--- src/rtl/event_chain_monitor.sv ---
// In-order event chain checker with a sticky per-stage mask. Responses are registered one cycle after the ev sample; there is no backpressure.
// Optional stall timeout enabled by defining EVENT_CHAIN_MONITOR_TIMEOUT_EN.
module event_chain_monitor #(
  parameter int N       = 100,
  parameter int IW      = $clog2(N),
  parameter int TIMEOUT = 64
) (
  input  logic          clk,
  input  logic          rst_n,
  input  logic          clear,
  input  logic [N-1:0]  ev,
  output logic [N-1:0]  triggered,
  output logic [IW-1:0] next_idx,
  output logic          busy,
  output logic          done,
  output logic          err,
  output logic [1:0]    err_code,
  output logic [IW-1:0] err_idx
);

  localparam logic [1:0] S_IDLE  = 2'd0;
  localparam logic [1:0] S_TRACK = 2'd1;
  localparam logic [1:0] S_DONE  = 2'd2;
  localparam logic [1:0] S_ERROR = 2'd3;

  localparam logic [1:0] E_NONE    = 2'd0;
  localparam logic [1:0] E_ORDER   = 2'd1;
  localparam logic [1:0] E_DUP     = 2'd2;
  localparam logic [1:0] E_TIMEOUT = 2'd3;

  if (N < 2 || TIMEOUT < 1) begin : g_bad_param
    $error("event_chain_monitor: N must be >= 2 and TIMEOUT >= 1");
  end

  logic [1:0]    state_q, state_d;
  logic [N-1:0]  triggered_q, triggered_d;
  logic [IW-1:0] next_idx_q, next_idx_d;
  logic [1:0]    err_code_q, err_code_d;
  logic [IW-1:0] err_idx_q, err_idx_d;

  logic [N-1:0]  exp_mask;
  logic [N-1:0]  bad;
  logic [IW-1:0] bad_idx;

`ifdef EVENT_CHAIN_MONITOR_TIMEOUT_EN
  localparam int SW = $clog2(TIMEOUT + 1);
  logic [SW-1:0] stall_q, stall_d;
`endif

  // bad is every pulse other than the one we are waiting for; its lowest bit is the reported index.
  always_comb begin
    exp_mask = {{(N-1){1'b0}}, 1'b1} << next_idx_q;
    bad      = ev & ~exp_mask;
    bad_idx  = '0;
    for (int i = N - 1; i >= 0; i--) begin
      if (bad[i]) bad_idx = IW'(i);
    end
  end

  always_comb begin
    state_d     = state_q;
    triggered_d = triggered_q;
    next_idx_d  = next_idx_q;
    err_code_d  = err_code_q;
    err_idx_d   = err_idx_q;
`ifdef EVENT_CHAIN_MONITOR_TIMEOUT_EN
    stall_d     = (state_q == S_TRACK) ? stall_q : '0;
`endif
    if (clear) begin
      state_d     = S_IDLE;
      triggered_d = '0;
      next_idx_d  = '0;
      err_code_d  = E_NONE;
      err_idx_d   = '0;
`ifdef EVENT_CHAIN_MONITOR_TIMEOUT_EN
      stall_d     = '0;
`endif
    end else begin
      case (state_q)
        // IDLE behaves as TRACK waiting on stage 0; triggered is empty so duplicates cannot occur there.
        S_IDLE, S_TRACK: begin
          if (|bad) begin
            state_d    = S_ERROR;
            err_idx_d  = bad_idx;
            err_code_d = triggered_q[bad_idx] ? E_DUP : E_ORDER;
          end else if (|(ev & exp_mask)) begin
            triggered_d = triggered_q | exp_mask;
`ifdef EVENT_CHAIN_MONITOR_TIMEOUT_EN
            stall_d     = '0;
`endif
            if (next_idx_q == IW'(N - 1)) begin
              state_d = S_DONE;
            end else begin
              state_d    = S_TRACK;
              next_idx_d = next_idx_q + IW'(1);
            end
          end
`ifdef EVENT_CHAIN_MONITOR_TIMEOUT_EN
          else if (state_q == S_TRACK) begin
            if (stall_q == SW'(TIMEOUT - 1)) begin
              state_d    = S_ERROR;
              err_code_d = E_TIMEOUT;
              err_idx_d  = next_idx_q;
              stall_d    = '0;
            end else begin
              stall_d = stall_q + SW'(1);
            end
          end
`endif
        end
        default: ;
      endcase
    end
  end

  always_ff @(posedge clk or negedge rst_n) begin
    if (!rst_n) begin
      state_q     <= S_IDLE;
      triggered_q <= '0;
      next_idx_q  <= '0;
      err_code_q  <= E_NONE;
      err_idx_q   <= '0;
`ifdef EVENT_CHAIN_MONITOR_TIMEOUT_EN
      stall_q     <= '0;
`endif
    end else begin
      state_q     <= state_d;
      triggered_q <= triggered_d;
      next_idx_q  <= next_idx_d;
      err_code_q  <= err_code_d;
      err_idx_q   <= err_idx_d;
`ifdef EVENT_CHAIN_MONITOR_TIMEOUT_EN
      stall_q     <= stall_d;
`endif
    end
  end

  assign triggered = triggered_q;
  assign next_idx  = next_idx_q;
  assign busy      = (state_q == S_TRACK);
  assign done      = (state_q == S_DONE);
  assign err       = (state_q == S_ERROR);
  assign err_code  = err_code_q;
  assign err_idx   = err_idx_q;

endmodule

--- config.mk ---
export PLATFORM = sky130hd
export DESIGN_NAME = event_chain_monitor
export DESIGN_NICKNAME = d
export VERILOG_FILES = /design/src/rtl/event_chain_monitor.sv
export SDC_FILE = /design/constraint.sdc
export NUM_CORES = 1
export LEC_CHECK = 0
export CORE_ASPECT_RATIO = 1.25
export CORE_MARGIN = 2
export CORE_UTILIZATION = 30
export CTS_BUF_LIST = sky130_fd_sc_hd__clkbuf_4 sky130_fd_sc_hd__clkbuf_8
export CTS_CLUSTER_DIAMETER = 50
export DETAILED_ROUTE_END_ITERATION = 8
export DONT_BUFFER_PORTS = 1
export PLACE_DENSITY_LB_ADDON = 0.1
export SKIP_LAST_GASP = 1
export SYNTH_ARGS = -nofsm -noshare
export SYNTH_HDL_FRONTEND = slang
export SYNTH_SLANG_ARGS = --single-unit
--- constraint.sdc ---
create_clock -name clk -period 4.2 [get_ports clk]
set_input_delay 0.84 -clock clk [delete_from_list [all_inputs] [get_ports clk]]
set_output_delay 0.84 -clock clk [all_outputs]
set_load 0.005 [all_outputs]
; Word level (Yosys, flattened, before mapping)
; Cells that the tools add are included.
; Widths: inputs -> output; s select.
[totals]
out_inout_bits = 119
elab_cells = 153
mem_count = 0
ram_bits = 0
in_bits = 103
latchBits = 0
regBits = 118
rom_bits = 0
[op_classes]
magnitude_cmp = 1
add_sub_neg = 1
n_bitwise = 4
mux = 123
n_reduce_logical = 12
shift = 1
eq_ne = 6
div = 0
multipliers = 0
[ops]
columns = op, n
row1 = $mux 7, 108
row2 = $mux 100, 4
row3 = $and 100x100->100, 2
row4 = $reduce_or 100->1, 2
row5 = $not 100->100, 1
row6 = $or 100x100->100, 1
row7 = $shl 1x7->100 const A, 1
row8 = $mux 2, 9
row9 = $lt 7x8->1 const B, 1
row10 = $add 7x1->7 const B, 1
row11 = $bmux 1 s7, 1
row12 = $eq 7x7->1 const B, 1
row13 = $reduce_bool 2->1, 3
row14 = $eq 2x2->1 const B, 2
row15 = $ne 2x2->1 const B, 2
row16 = $reduce_and 2->1, 2
row17 = $reduce_and 4->1, 1
row18 = $reduce_and 3->1, 1
row19 = $reduce_bool 3->1, 1
row20 = $eq 2x1->1 const B, 1
row21 = $logic_not 2->1, 1
row22 = $reduce_or 2->1, 1
row23 = $mux 1, 1

; Logic depth before layout (Yosys ltp)
; Gate-level depths: netlist of the first run.
[logic_depth]
word_depth = 109
mapped_depth = 21
depth_no_buf = 14

; Least setup slack after synthesis of the first run
; No wires, ideal clock.
[synth_timing]
path_type = reg2reg
from = register next_idx_q[2] (netlist: next_idx[2])
to = register err_code_q[0] (netlist: err_code[0])
path_slack_ns = -0.065
arrival_ns = 4.145
synth_period_minus_slack_ns = 4.265
n_path_buf = 6
setup_ns = 0.120
required_ns = 4.080
stages_incl_launch_ff = 21
path_cell_list = dfrtp_1 buf_4 buf_4 buf_4 inv_1 ha_1 or3b_1 o21ai_2 and3_1 o211ai_1 a2111oi_0 a21o_1 o21a_1 buf_6 buf_8 buf_6 mux2i_1 o211ai_1 o21ai_1 a211o_1 a41o_1
[synth_via]
elab_chain_cells = 109
word_cells_on_any_way = 112
cone_classes = 1 x shift / 106 x mux / 2 x bitwise / 3 x reduce/logical
[synth_rtl]
columns = item, line
row1 = "start, declared", 37  ; logic [IW-1:0] next_idx_q, next_idx_d;
row2 = "start signal, assigned", 129  ; next_idx_q <= next_idx_d;
row3 = $shl 1x7->100 *, 52  ; exp_mask = {{(N-1){1'b0}}, 1'b1} << next_idx_q;
row4 = $not 100->100 *, 53  ; bad = ev & ~exp_mask;
row5 = $and 100x100->100 *, 53
row6 = $mux 7 (100 in a row), 56  ; if (bad[i]) bad_idx = IW'(i);
row7 = $bmux 1 s7, 85  ; err_code_d = triggered_q[bad_idx] ? E_DUP : E_ORDER;
row8 = $mux 1 (not written as such), 85
row9 = $mux 2, 85
row10 = $mux 2, 82  ; if (|bad) begin
row11 = $mux 2, 79  ; case (state_q)
row12 = $mux 2, 69  ; if (clear) begin
row13 = "end signal, assigned", 130  ; err_code_q <= err_code_d;
row14 = "end, declared", 38  ; logic [1:0] err_code_q, err_code_d;
; Mark *: on every way between the ends. The rest lies on a longest branch, timed or not. The select of a mux whose other input is x is not followed.
; A chain may end at the register's enable or synchronous reset.

; Worst setup path after layout of the first run
[layout_timing]
from = register next_idx_q[0] (netlist: next_idx[0])
to = register err_code_q[0] (netlist: err_code[0])
; Same word-level chain as after synthesis.

==> results_dict.tcl, run 1 <==
set metrics [dict create \
    status "complete, but fails checks" \
    violations "setup timing" \
    synth_compound_area_share_pct 32.1 \
    pwr-share-clk_pct 40.4 \
    finalHoldViolCount 0 \
    clk_latency_ns 0.50 \
    grt_max_degree 120 \
    yosysUniqueCellTypes 101 \
    switchingPower_uw 783 \
    p_int_mw 1.93 \
    max_freq_mhz 235 \
    sequentialPowerShare_pct 42.2 \
    power.leakage_nw 6.13 \
    cts_tree "yes" \
    power_density_mw_per_mm2 181 \
    hold_class "in -> async" \
    grt-ovfl-total 0 \
    antenna_found_initial 1 \
    fp.coreArea_mm2 0.0324 \
    syn_area_mm2 0.00981 \
    ir_worst_vdd_v 0.000261 \
    first_global_vias 12400 \
    cp_cell_sequence "ha_4, ha_4, nand3b_1, o21ai_2, buf_6, nand3_1, a21o_4, or4b_4, a31oi_4, o21a_4, buf_4, buf_8, mux2i_4, mux2i_4, buf_4, a41o_1, nor2_1, a41o_1" \
    synth-edff-count 0 \
    drc 0 \
    final_antenna_net_count 0 \
    grt_pass1_wl_um 90200 \
    start_kind "flip-flop" \
    period_needed_ns 4.26 \
    ys_seq_elements 118 \
    final_core_util_pct 46.4 \
    crit_path_max_incr_delay_ns 0.56 \
    gp_congestion 1.06 \
    switching_share_pct 28.8 \
    yosysWarningCount 0 \
    fp.dieW_um 166 \
    synth_xor_area_share_pct 0.268 \
    synth-seq-area-share_pct 30.1 \
    synth_adder_area_share_pct 0.765 \
    maxSlewViolCount 0 \
    yosys.area_share.simple_pct 25.0 \
    portBuffers 0 \
    dp_cells 1940 \
    worst_slack_ns -0.0557 \
    drtIter0Drc 934 \
    finalSetupTns_ns -0.106 \
    num_io_pins 222 \
    path_clk_slew_ns 0.08 \
    synthCells 1209 \
    tightest_slew_ns 0.761 \
    worstPathMaxFanout 14 \
    hpwlAfterDp_um 51200 \
    clock_sinks 118 \
    finalSetupViolCount 2 \
    reg2reg_to "err_code[0]$_DFFE_PN0P_" \
    final_cells 2010 \
    rows 74 \
    skew_ns 0.0182 \
    critical_path_required_ns 4.64 \
    htreeDepth 4 \
    synthMuxAreaShare_pct 6.11 \
    grt.total_usage_pct 36.9 \
    drive_gt1_share_pct 41.5 \
    dr.pass1.iters 6 \
    nNetsFinal 1687 \
    synth_top_family_by_area "compound AO/OA/AOI/OAI gates" \
    reg2reg_depth 18 \
    start_util_pct 30.3 \
    syn_to_final_growth_pct 53.3 \
    synth.net_count 1318 \
    crit_family "compound AO/OA/AOI/OAI gates" \
    cts-root-buf "clkbuf_8" \
    wl_um 64300 \
    wl_per_cell_um 32.0 \
    fin_crit_sh_pct 101 \
    cp_num_buf_inv 4 \
    crit_type "reg -> reg" \
    synthFlopType "dfrtp_1" \
    nFillCells 3280 \
    r2r-start "next_idx[0]$_DFFE_PN0P_" \
    viasPerCell 6.11 \
    rsz0062_at_grt "yes" \
    vias 12300 \
    critPathSlowestCell "or4b_4" \
    fp.dieH_um 206 \
    reg2reg_slack_ns -0.06 \
    cp-end-kind "flip-flop" \
    clockBufferDepth 2 \
    die_area_mm2 0.0342 \
    syn_avg_cell_area_um2 8.11 \
    worstPathArrival_ns 4.70 \
    p_comb_share_pct 17.5 \
    cts_buffers 17 \
    max_slew_margin_pct 49.1 \
    async_flop_share_pct 100 \
    max_cap_viol_count 0 \
]
==> routing by layer <==
layer | track usage (%) | share of wire [%] | vias to the layer above
li1 | - | - | 5377
met1 | 39.2 | 36 | 6017
met2 | 63.8 | 48 | 643
met3 | 10.8 | 8.1 | 243
met4 | 24.7 | 7.7 | 2
met5 | 0 | 0.012 | -
==> cell type report <==
| type | count | area, um^2 | area share (%) |
|---|---|---|---|
| Clock buffer | 19 | 255 | 1.70 |
| Antenna cell | 1 | 2.50 | 0.0166 |
| Inverter | 17 | 68.8 | 0.458 |
| Timing Repair Buffer | 442 | 3810 | 25.3 |
| Clock inverter | 13 | 149 | 0.990 |
| Sequential cell | 118 | 2960 | 19.7 |
| Multi-Input combinational cell | 982 | 7270 | 48.4 |
| Tap cell | 418 | 523 | 3.48 |
==> cells in the final DEF (no fill, tap or decap), types with 16 or more instances in the layout <==
cell	count
o21ai_1	37
clkbuf_8	18
a22oi_1	22
nand2_1	66
o21ai_2	17
and2_1	20
buf_12	28
nand2b_1	16
o21ai_0	52
nand3_1	25
mux2i_1	37
o211ai_1	24
a21oi_1	105
nand4_1	40
dfrtp_1	114
nor2_1	152
buf_6	21
a31oi_1	23
buf_4	387
==> power groups by stage <==
stage | combinational, mW | clock [mW] | sequential, mW
2_1_floorplan | 0.197 | 0 | 1.16
5_1_grt | 0.499 | 1.15 | 1.15
4_1_cts | 0.437 | 1.12 | 1.15
3_3_place_gp | 0.387 | 0 | 1.17
3_5_place_dp | 0.385 | 0 | 1.17
6_report | 0.474 | 1.10 | 1.15
==> per-stage QoR <==
step | power [mW] | hold WS [ns] | instance area, um^2 | setup slack, ns
after floorplan | 1.36 | 0.499 | 9810 | 0.0301
after global placement | 1.55 | 0.530 | 13200 | -0.567
after detailed placement | 1.55 | 0.532 | 13200 | -0.532
after CTS | 2.70 | 0.00532 | 14500 | -0.000838
after global routing | 2.80 | 0.0255 | 15000 | -0.156
final | 2.72 | 0.0476 | 15000 | -0.0557
==> flip-flops by register name, summed over array words and instances (netlist names) <==
signal	count
state_q	2
err_code	2
err_idx	7
next_idx	7
triggered	100
==> Yosys cell counts (6+ instances only) <==
cell | n | share of area [%]
a211o_1 | 11 | 0.98
a211oi_1 | 19 | 1.5
a21boi_0 | 9 | 0.69
a21o_1 | 6 | 0.46
a21oi_1 | 112 | 5.7
a221oi_1 | 7 | 0.63
a222oi_1 | 6 | 0.61
a22o_1 | 8 | 0.71
a22oi_1 | 22 | 1.7
a31oi_1 | 25 | 1.6
and2_1 | 20 | 1.3
buf_2 | 19 | 0.97
buf_4 | 10 | 0.77
buf_6 | 10 | 1.1
clkbuf_1 | 53 | 2.0
dfrtp_1 | 118 | 30
ha_1 | 6 | 0.77
inv_1 | 17 | 0.65
mux2_2 | 10 | 1.1
mux2i_1 | 43 | 4.4
nand2_1 | 73 | 2.8
nand2b_1 | 22 | 1.4
nand3_1 | 26 | 1.3
nand3b_1 | 7 | 0.54
nand4_1 | 40 | 2.6
nor2_1 | 153 | 5.9
nor2b_1 | 13 | 0.83
nor3_1 | 16 | 0.82
nor3b_1 | 8 | 0.61
nor4_1 | 11 | 0.70
o2111ai_1 | 10 | 0.89
o211ai_1 | 24 | 1.8
o21a_1 | 10 | 0.77
o21ai_0 | 78 | 4.0
o21ai_1 | 28 | 1.4
o21ai_2 | 9 | 0.80
o22ai_1 | 8 | 0.51
o31ai_1 | 12 | 0.92
o31ai_2 | 6 | 0.77
==> worst max path at each step <==
stage / start / endpoint / slack, ns / depth (start not counted)
detailed placement: next_idx[0]$_DFFE_PN0P_ / err_code[1]$_DFFE_PN0P_ / -0.53 / 17
floorplan: next_idx[2]$_DFFE_PN0P_ / err_code[0]$_DFFE_PN0P_ / 0.03 / 20
CTS: next_idx[0]$_DFFE_PN0P_ / err_code[1]$_DFFE_PN0P_ / -0.0008 / 19
global route: next_idx[0]$_DFFE_PN0P_ / err_code[1]$_DFFE_PN0P_ / -0.16 / 19
global placement: next_idx[0]$_DFFE_PN0P_ / err_code[1]$_DFFE_PN0P_ / -0.57 / 19
finish: next_idx[0]$_DFFE_PN0P_ / err_code[0]$_DFFE_PN0P_ / -0.06 / 18
==> cell families after synthesis <==
logic type,Yosys count
adder cells (fa/ha/maj),6
multiplexers,56
flip-flops,118
buffers and inverters,110
XOR/XNOR,3
AO/OA/AOI/OAI,464
AND/OR/NAND/NOR,452
==> what timing repair did <==
action / in CTS / in global routing
pin swaps: 39 / 49
resized for setup: 145 / 98
cloned: 3 / 0
setup endpoints to repair: 100 / 75
hold endpoints to repair: 14 / 0
hold buffers: 1 / 0
buffers inserted: 30 / 10
No activity file was read; power rests on OpenSTA's default activity.
==> run 2, diff against run 1 <==
CORE_ASPECT_RATIO = unset   (was 1.25)
CTS_BUF_LIST = unset   (was sky130_fd_sc_hd__clkbuf_4 sky130_fd_sc_hd__clkbuf_8)
==> run 2 against run 1 <==
The flow still finishes with violations (setup timing). Final area fell by 2.5%. Die area is essentially flat. Worst setup slack worse by 0.038 ns. Via count is 1.3% lower. Sequential power hardly changed. Critical path type unchanged. Worst hold slack better by 0.045 ns. Utilization fell by 1.1 points.
==> results_dict.tcl, run 2 (same netlist as run 1, synthesis figures left out) <==
set metrics [dict create \
    status "complete, but fails checks" \
    violations "setup timing" \
    largest_reg_flops 100 \
    reg2reg_slack_ns -0.09 \
    switchingPower_uw 856 \
    max_cap_viol_count 0 \
    grt.total_usage_pct 35.4 \
    start_kind "flip-flop" \
    hold_buffers 0 \
    drive_gt1_share_pct 38.5 \
    hpwlAfterDp_um 50000 \
    cp_cell_sequence "inv_4, ha_4, or3b_4, buf_6, o31ai_4, nand3_1, a21oi_2, o2111ai_2, or3_4, o21a_4, buf_12, clkbuf_16, mux2i_1, nand2b_1, a311oi_2, nand4_1, a41o_1" \
    dr.pass1.iters 5 \
    critPathSlowestCell "dfrtp_2" \
    start_util_pct 30.3 \
    max_slew_margin_pct 26.4 \
    p_int_mw 2.20 \
    grt_pass1_wl_um 86100 \
    final_antenna_net_count 0 \
    crit_type "reg -> reg" \
    tightest_slew_ns 1.10 \
    reg2reg_to "err_code[0]$_DFFE_PN0P_" \
    syn_to_final_growth_pct 49.6 \
    clockBufferDepth 2 \
    antenna_found_initial 0 \
    r2r-start "next_idx[1]$_DFFE_PN0P_" \
    cp-end-kind "flip-flop" \
    maxSlewViolCount 0 \
    skew_ns 0.0111 \
    rows 66 \
    switching_share_pct 28.0 \
    num_io_pins 222 \
    crit_family "compound AO/OA/AOI/OAI gates" \
    worstPathMaxFanout 8 \
    wl_um 61200 \
    first_global_vias 11700 \
    gp_congestion 1.05 \
    dp_cells 1963 \
    fp.coreArea_mm2 0.0324 \
    grt-ovfl-total 0 \
    final_cells 2017 \
    fp.dieH_um 185 \
    mostFrequentLayoutCells "buf_4, nor2_1, dfrtp_1" \
    worstPathArrival_ns 4.62 \
    fp.dieW_um 185 \
    clock_sinks 118 \
    pwr-share-clk_pct 48.0 \
    vias 12100 \
    nNetsFinal 1671 \
    power_density_mw_per_mm2 208 \
    grt_max_degree 120 \
    hold_class "in -> async" \
    cts_tree "yes" \
    wl_per_cell_um 30.4 \
    cts_buffers 17 \
    crit_path_max_incr_delay_ns 0.45 \
    cts-root-buf "clkbuf_16" \
    drtIter0Drc 1178 \
    reg2reg_depth 17 \
    ir_worst_vdd_v 0.000449 \
    fin_crit_sh_pct 102 \
    viasPerCell 6.01 \
    drc 0 \
    clk_latency_ns 0.44 \
    diodes 0 \
    die_area_mm2 0.0342 \
    path_clk_slew_ns 0.06 \
    cp_num_buf_inv 4 \
    final_common_cell "buf_4" \
    worst_slack_ns -0.0937 \
    htreeDepth 4 \
    finalSetupViolCount 2 \
    fin_hold_ws_ns 0.0930 \
    max_freq_mhz 233 \
    critical_path_required_ns 4.53 \
    period_needed_ns 4.29 \
    power.leakage_nw 6.06 \
    rsz0062_at_grt "yes" \
    finalHoldViolCount 0 \
    p_comb_share_pct 14.5 \
    portBuffers 0 \
    pre_cts_slack_ns -0.483 \
    sequentialPowerShare_pct 37.5 \
]
-- run 2: power by group through the flow --
| stage | combinational [mW] | clock, mW | sequential, mW |
|---|---|---|---|
| CTS | 0.394 | 1.50 | 1.15 |
| floorplan | 0.197 | 0 | 1.16 |
| global route | 0.466 | 1.54 | 1.15 |
| global placement | 0.381 | 0 | 1.17 |
| finish | 0.443 | 1.47 | 1.15 |
| detailed placement | 0.381 | 0 | 1.17 |
-- run 2: worst max-delay path by stage --
stage               cells past startpoint               startpoint                 endpoint
global placement                       19  next_idx[4]$_DFFE_PN0P_  err_code[0]$_DFFE_PN0P_
finish                                 17  next_idx[1]$_DFFE_PN0P_  err_code[0]$_DFFE_PN0P_
global route                           17  next_idx[1]$_DFFE_PN0P_  err_code[0]$_DFFE_PN0P_
CTS                                    18  next_idx[2]$_DFFE_PN0P_  err_code[0]$_DFFE_PN0P_
detailed placement                     20  next_idx[0]$_DFFE_PN0P_  err_code[0]$_DFFE_PN0P_
floorplan                              20  next_idx[2]$_DFFE_PN0P_  err_code[0]$_DFFE_PN0P_
-- run 2: worst reg2reg max path, cell delays in order, from the launching register on --
cell and delay [ns]:
dfrtp_2 0.45, inv_4 0.09, ha_4 0.14, or3b_4 0.39, buf_6 0.15, o31ai_4 0.35
nand3_1 0.13, a21oi_2 0.23, o2111ai_2 0.17, or3_4 0.42, o21a_4 0.24, buf_12 0.16
clkbuf_16 0.16, mux2i_1 0.13, nand2b_1 0.21, a311oi_2 0.30, nand4_1 0.19, a41o_1 0.25
-- run 2: stage by stage --
stage	power, mW	cell area (um^2)	setup TNS (ns)	util, %
2_1_floorplan	1.36	9810	0	-
3_5_place_dp	1.55	13200	-13.08	40.8
5_1_grt	3.16	14700	-0.330	45.3
6_report	3.06	14700	-0.149	45.3
3_3_place_gp	1.55	13200	-20.91	40.8
4_1_cts	3.04	14000	-0.0482	43.4
-- run 2: area by class of cell --
type / count / area [um^2]
Fill cell: 3280 / 17700
Multi-Input combinational cell: 981 / 6920
Timing Repair Buffer: 427 / 3590
Sequential cell: 118 / 2960
Tap cell: 442 / 553
Clock buffer: 17 / 425
Clock inverter: 15 / 158
Inverter: 17 / 68.8
-- run 2: timing repair --
| action | in CTS | in global routing |
|---|---|---|
| buffers inserted | 2 | 16 |
| pin swaps | 4 | 32 |
| setup endpoints to repair | 102 | 99 |
| resized for setup | 67 | 85 |
| cloned | 0 | 4 |
-- run 2: layer usage --
metal | wire length [um] | GRT usage [%]
met3 | 5250 | 8.85
met5 | 0 | 0
met2 | 27100 | 54.0
met4 | 2880 | 15.7
met1 | 26000 | 47.2
